<file path="src/rtl/parking_gate_actuator.sv">
// Parking gate actuator: five-state gate FSM driving the raise/lower motors,
// with travel timing, vehicle pass detection, auto-close and reverse-on-obstacle.
module parking_gate_actuator #(
    parameter int TRAVEL_CYCLES     = 8,
    parameter int AUTO_CLOSE_CYCLES = 32
) (
    input  logic       clk,
    input  logic       rst,
    input  logic       open_gate,
    input  logic       close_gate,
    input  logic       blocked_gate,
    input  logic       vehicle_sensor,
    output logic       gate_ack,
    output logic       vehicle_left,
    output logic       motor_up,
    output logic       motor_down,
    output logic [2:0] gate_state
);

    typedef enum logic [2:0] {
        ST_CLOSED  = 3'd0,
        ST_OPENING = 3'd1,
        ST_OPEN    = 3'd2,
        ST_CLOSING = 3'd3,
        ST_LOCKED  = 3'd4
    } state_t;

    localparam logic [7:0] TRAVEL_LOAD = 8'(TRAVEL_CYCLES - 1);
    localparam logic [7:0] IDLE_LOAD   = 8'(AUTO_CLOSE_CYCLES - 1);

    state_t     state_q, state_d;
    logic [7:0] travel_cnt_q, travel_cnt_d;
    logic [7:0] idle_cnt_q, idle_cnt_d;
    logic       seen_q, seen_d;
    logic       sensor_prev_q, sensor_prev_d;
    logic       gate_ack_q, gate_ack_d;
    logic       vehicle_left_q, vehicle_left_d;

    // Decrement that stops at zero so a counter can never wrap.
    function automatic logic [7:0] sat_dec(input logic [7:0] x);
        return (x == 8'd0) ? 8'd0 : x - 8'd1;
    endfunction

    // Travel needed to retrace the distance already covered by an aborted close.
    function automatic logic [7:0] reverse_cnt(input logic [7:0] t);
        return (t > TRAVEL_LOAD) ? 8'd0 : TRAVEL_LOAD - t;
    endfunction

    // Next-state, counter and pulse computation.
    always_comb begin
        state_d        = state_q;
        travel_cnt_d   = travel_cnt_q;
        idle_cnt_d     = idle_cnt_q;
        seen_d         = seen_q;
        sensor_prev_d  = vehicle_sensor;
        gate_ack_d     = 1'b0;
        vehicle_left_d = 1'b0;
        case (state_q)
            ST_CLOSED: begin
                if (blocked_gate) begin
                    state_d = ST_LOCKED;
                end else if (open_gate) begin
                    state_d      = ST_OPENING;
                    travel_cnt_d = TRAVEL_LOAD;
                end
            end
            ST_LOCKED: begin
                if (!blocked_gate) state_d = ST_CLOSED;
            end
            ST_OPENING: begin
                if (travel_cnt_q == 8'd0) begin
                    state_d    = ST_OPEN;
                    gate_ack_d = 1'b1;
                    seen_d     = 1'b0;
                    idle_cnt_d = IDLE_LOAD;
                end else begin
                    travel_cnt_d = sat_dec(travel_cnt_q);
                end
            end
            ST_OPEN: begin
                // A vehicle has fully passed once the sensor falls after being seen.
                if (sensor_prev_q && !vehicle_sensor && seen_q) begin
                    vehicle_left_d = 1'b1;
                    seen_d         = 1'b0;
                end
                if (vehicle_sensor) begin
                    seen_d     = 1'b1;
                    idle_cnt_d = IDLE_LOAD;
                end else if (close_gate) begin
                    state_d      = ST_CLOSING;
                    travel_cnt_d = TRAVEL_LOAD;
                end else if (idle_cnt_q == 8'd0) begin
                    state_d      = ST_CLOSING;
                    travel_cnt_d = TRAVEL_LOAD;
                end else begin
                    idle_cnt_d = sat_dec(idle_cnt_q);
                end
            end
            ST_CLOSING: begin
                // Obstacle or new open request wins over completing the close.
                if (vehicle_sensor || open_gate) begin
                    state_d      = ST_OPENING;
                    travel_cnt_d = reverse_cnt(travel_cnt_q);
                end else if (travel_cnt_q == 8'd0) begin
                    state_d    = ST_CLOSED;
                    gate_ack_d = 1'b1;
                end else begin
                    travel_cnt_d = sat_dec(travel_cnt_q);
                end
            end
            default: begin
                state_d = ST_CLOSED;
            end
        endcase
    end

    // State and counter registers; reset forces the gate closed and idle.
    always_ff @(posedge clk or posedge rst) begin
        if (rst) begin
            state_q        <= ST_CLOSED;
            travel_cnt_q   <= 8'd0;
            idle_cnt_q     <= 8'd0;
            seen_q         <= 1'b0;
            sensor_prev_q  <= 1'b0;
            gate_ack_q     <= 1'b0;
            vehicle_left_q <= 1'b0;
        end else begin
            state_q        <= state_d;
            travel_cnt_q   <= travel_cnt_d;
            idle_cnt_q     <= idle_cnt_d;
            seen_q         <= seen_d;
            sensor_prev_q  <= sensor_prev_d;
            gate_ack_q     <= gate_ack_d;
            vehicle_left_q <= vehicle_left_d;
        end
    end

    // Motors decode straight from the state register so reset stops them at once.
    assign motor_up     = (state_q == ST_OPENING);
    assign motor_down   = (state_q == ST_CLOSING);
    assign gate_state   = state_q;
    assign gate_ack     = gate_ack_q;
    assign vehicle_left = vehicle_left_q;

endmodule
</file>
<file path="config.mk">
export PLATFORM = sky130hd
export DESIGN_NAME = parking_gate_actuator
export DESIGN_NICKNAME = d
export VERILOG_FILES = /design/src/rtl/parking_gate_actuator.sv
export SDC_FILE = /design/constraint.sdc
export NUM_CORES = 1
export LEC_CHECK = 0
export ABC_AREA = 0
export CORE_MARGIN = 8
export CORE_UTILIZATION = 52
export DETAILED_ROUTE_END_ITERATION = 8
export GPL_TIMING_DRIVEN = 0
export PLACE_DENSITY = 0.84
export SLEW_MARGIN = 5
export SYNTH_ARGS = -nofsm -noshare
export SYNTH_HDL_FRONTEND = slang
export SYNTH_SLANG_ARGS = --single-unit
export TNS_END_PERCENT = 5
</file>
<file path="constraint.sdc">
create_clock -name clk -period 2.8 [get_ports clk]
set_clock_uncertainty 0.05 [all_clocks]
set_input_delay 0.56 -clock clk [delete_from_list [all_inputs] [get_ports clk]]
set_output_delay 0.56 -clock clk [all_outputs]
set_load 0.01 [all_outputs]
</file>
==> impl_metrics.json <==
{
  "synth.area.mux_share_pct": 0.739,
  "drtIter0Drc": 50,
  "antenna_found_initial": 0,
  "synth.avg_cell_area_um2": 8.91,
  "ys_warn_count": 0,
  "path_buf_inv": 1,
  "synth_compound_area_share_pct": 25.7,
  "critPathSlowestCell": "clkdlybuf4s50_1",
  "crit_family": "buffers and inverters",
  "setup_tns_ps": 0,
  "p_leak_nw": 0.684,
  "worstSetupEndpointType": "output port",
  "netlist-cell-type-count": 44,
  "postCtsSetupRepairBufs": 0,
  "synth-main-ff-cell": "dfrtp_1",
  "area_delta_synth_final_pct": 13.7,
  "grt_first_pass_wirelength_um": 5170,
  "die_x_um": 67.0,
  "nets": 181,
  "path_cells": "nand2b_1 -> nor2_1 -> clkdlybuf4s50_1",
  "ir_worst_vdd_v": 0.000758,
  "postSynthCellCount": 152,
  "netlist_area_um2": 1360,
  "synth_nets": 164,
  "crit_path_start_kind": "register",
  "ys_seq_area_share_pct": 42.5,
  "final_area_um2": 1540,
  "grt_pass1_vias": 1227,
  "postCtsHoldBufs": 0,
  "num_vias": 1220,
  "wire_per_inst_um": 15.8,
  "status": "complete, no violations",
  "async_flop_share_pct": 100,
  "yosys.area_share.simple_pct": 22.2,
  "synthAdderAreaFrac_pct": 5.54,
  "core_um2": 2480,
  "dr.pass1.iters": 4,
  "fmax_ghz": 0.396,
  "synth_top_family_by_area": "compound AO/OA/AOI/OAI gates",
  "dpl_cell_area_um2": 1510,
  "hold_class": "register to register",
  "rsz0062_at_grt": "no",
  "htree_levels": 1,
  "crit_arrival_ps": 1910,
  "io_buffers": 12,
  "die_h_um": 67.0,
  "cts_resized": 0,
  "layout_commonest_cell": "dfrtp_1",
  "cp_max_fo": 7,
  "place_congestion": 0.867,
  "timing.final.crit_share_pct": 90.1,
  "clk_latency_ps": 320,
  "initial_core_util_pct": 54.7,
  "ant_nets": 0,
  "p_total_mw": 1.52,
  "register_area_um2": 576,
  "path_clk_slew_ps": 140,
  "cts_made_buffers": 3,
  "synth_edf_count": 0,
  "cts_sinks": 23,
  "die_area_um2": 4500,
  "top_level_ports": 13,
  "worstMarginPinSlew_ps": 885,
  "finalCriticalPeriod_ps": 2520,
  "clockBufferDepth": 2,
  "drcViolationCount": 0,
  "max_cap_viol_count": 0,
  "grt_overflow": 0,
  "cp.required_ps": 2190,
  "relSlewSlack_pct": 40.9,
  "critPathMaxStageDelay_ps": 610,
  "layout-drive-gt1-share_pct": 7.74,
  "ctsRootBufferMaster": "clkbuf_4",
  "final_cell_mix": "23 x dfrtp_1, 19 x nand2_1, 16 x nor2_1, 16 x o21ai_0, 12 x clkdlybuf4s50_1",
  "dpl.hpwl_um": 2380,
  "crit_type": "register to output port",
  "ys_seq_elements": 23,
  "reg2reg_slack_ps": 520,
  "power_density_nw_per_um2": 985,
  "synth-xor-area-share_pct": 0,
  "multi_input_area_um2": 733,
  "setup_violations": 0,
  "fillers": 232,
  "vias_per_cell": 6.16,
  "hold_viol_final": 0,
  "slew_violations": 0,
  "rows": 18,
  "cts_tree": "done",
  "wl_um": 3130,
  "grt_use_total_pct": 14.5,
  "grt_start_max_net_pins": 24,
  "num_antenna_cells": 0
}
==> logic make-up (layout without fill, tap and decap cells) <==
group / after synthesis / after routing
buf+inv: 12 / 28
compound gates: 51 / 51
fa+ha+maj: 6 / 6
mux: 1 / 1
flops: 23 / 23
simple gates: 59 / 59
==> power by group <==
group	internal, mW	switching (mW)	total [mW]
Sequential	0.435	0.132	0.568
Combinational	0.343	0.446	0.789
Clock	0.0535	0.108	0.162
==> synthesized netlist by cell type, types with 2 or more instances <==
master,instances,area (um^2)
a31oi_1,3,18.8
o21ai_0,16,80.1
o41ai_1,2,17.5
o21ai_1,5,25.0
a211oi_2,2,25.0
dfrtp_1,23,576
or4_1,2,15.0
nand2b_1,2,12.5
a211o_1,2,17.5
nor3b_1,2,15.0
nor4_1,2,12.5
o211ai_1,2,15.0
ha_1,6,75.1
inv_1,10,37.5
nand2_1,19,71.3
nor3_1,4,20.0
and2_1,2,12.5
a21oi_1,7,35.0
nor2_1,16,60.1
==> stage by stage <==
step	util, %	worst slack, ps	cells	hold WS [ps]
finish	62.2	277	198	446
detailed placement	61.1	24.6	194	429
floorplan	-	835	152	398
global placement	61.1	59.8	194	431
global route	62.2	175	198	483
CTS	62.2	281	198	447
==> cell type report <==
type                    count  area share, %
well taps                  30           2.44
clock buffers               3           1.46
repair buffers             12           7.80
inverters                  10           2.44
flip-flops and latches     23           37.4
clock inverters             1          0.325
plain buffers               2          0.569
multi-input cells         117           47.6
==> routing by layer <==
metal  wire length, um  global-route usage, %
met5                 0                      0
met4                55                   6.01
met3               152                   3.69
met2              1630                   25.9
met1              1290                   15.8
==> worst register-to-register path, delay by kind of cell (launching register included) <==
family,cells,cell delay [ps]
AOI/OAI and AO/OA,4,950
and+or+nand+nor,1,470
DFF,1,450
adders and majority gates,1,140
buffers and inverters,1,100
==> final timing paths <==
check / startpoint / endpoint / cells past startpoint
max: gate_state[2]$_DFFE_PP0P_ / motor_up / 3
min: idle_cnt_q[7]$_DFFE_PP0P_ / idle_cnt_q[7]$_DFFE_PP0P_ / 1
max reg2reg: idle_cnt_q[0]$_DFFE_PP0P_ / travel_cnt_q[4]$_DFFE_PP0P_ / 7
min reg2reg: idle_cnt_q[7]$_DFFE_PP0P_ / idle_cnt_q[7]$_DFFE_PP0P_ / 1
max in group asynchronous: rst / travel_cnt_q[6]$_DFFE_PP0P_ / 2
min in group asynchronous: rst / idle_cnt_q[3]$_DFFE_PP0P_ / 2
==> registers in the layout (all words and copies together) (netlist names) <==
signal	count
gate_state	3
vehicle_left	1
gate_ack	1
travel_cnt_q	8
sensor_prev_q	1
seen_q	1
idle_cnt_q	8
(Power assumes the default switching activity.)
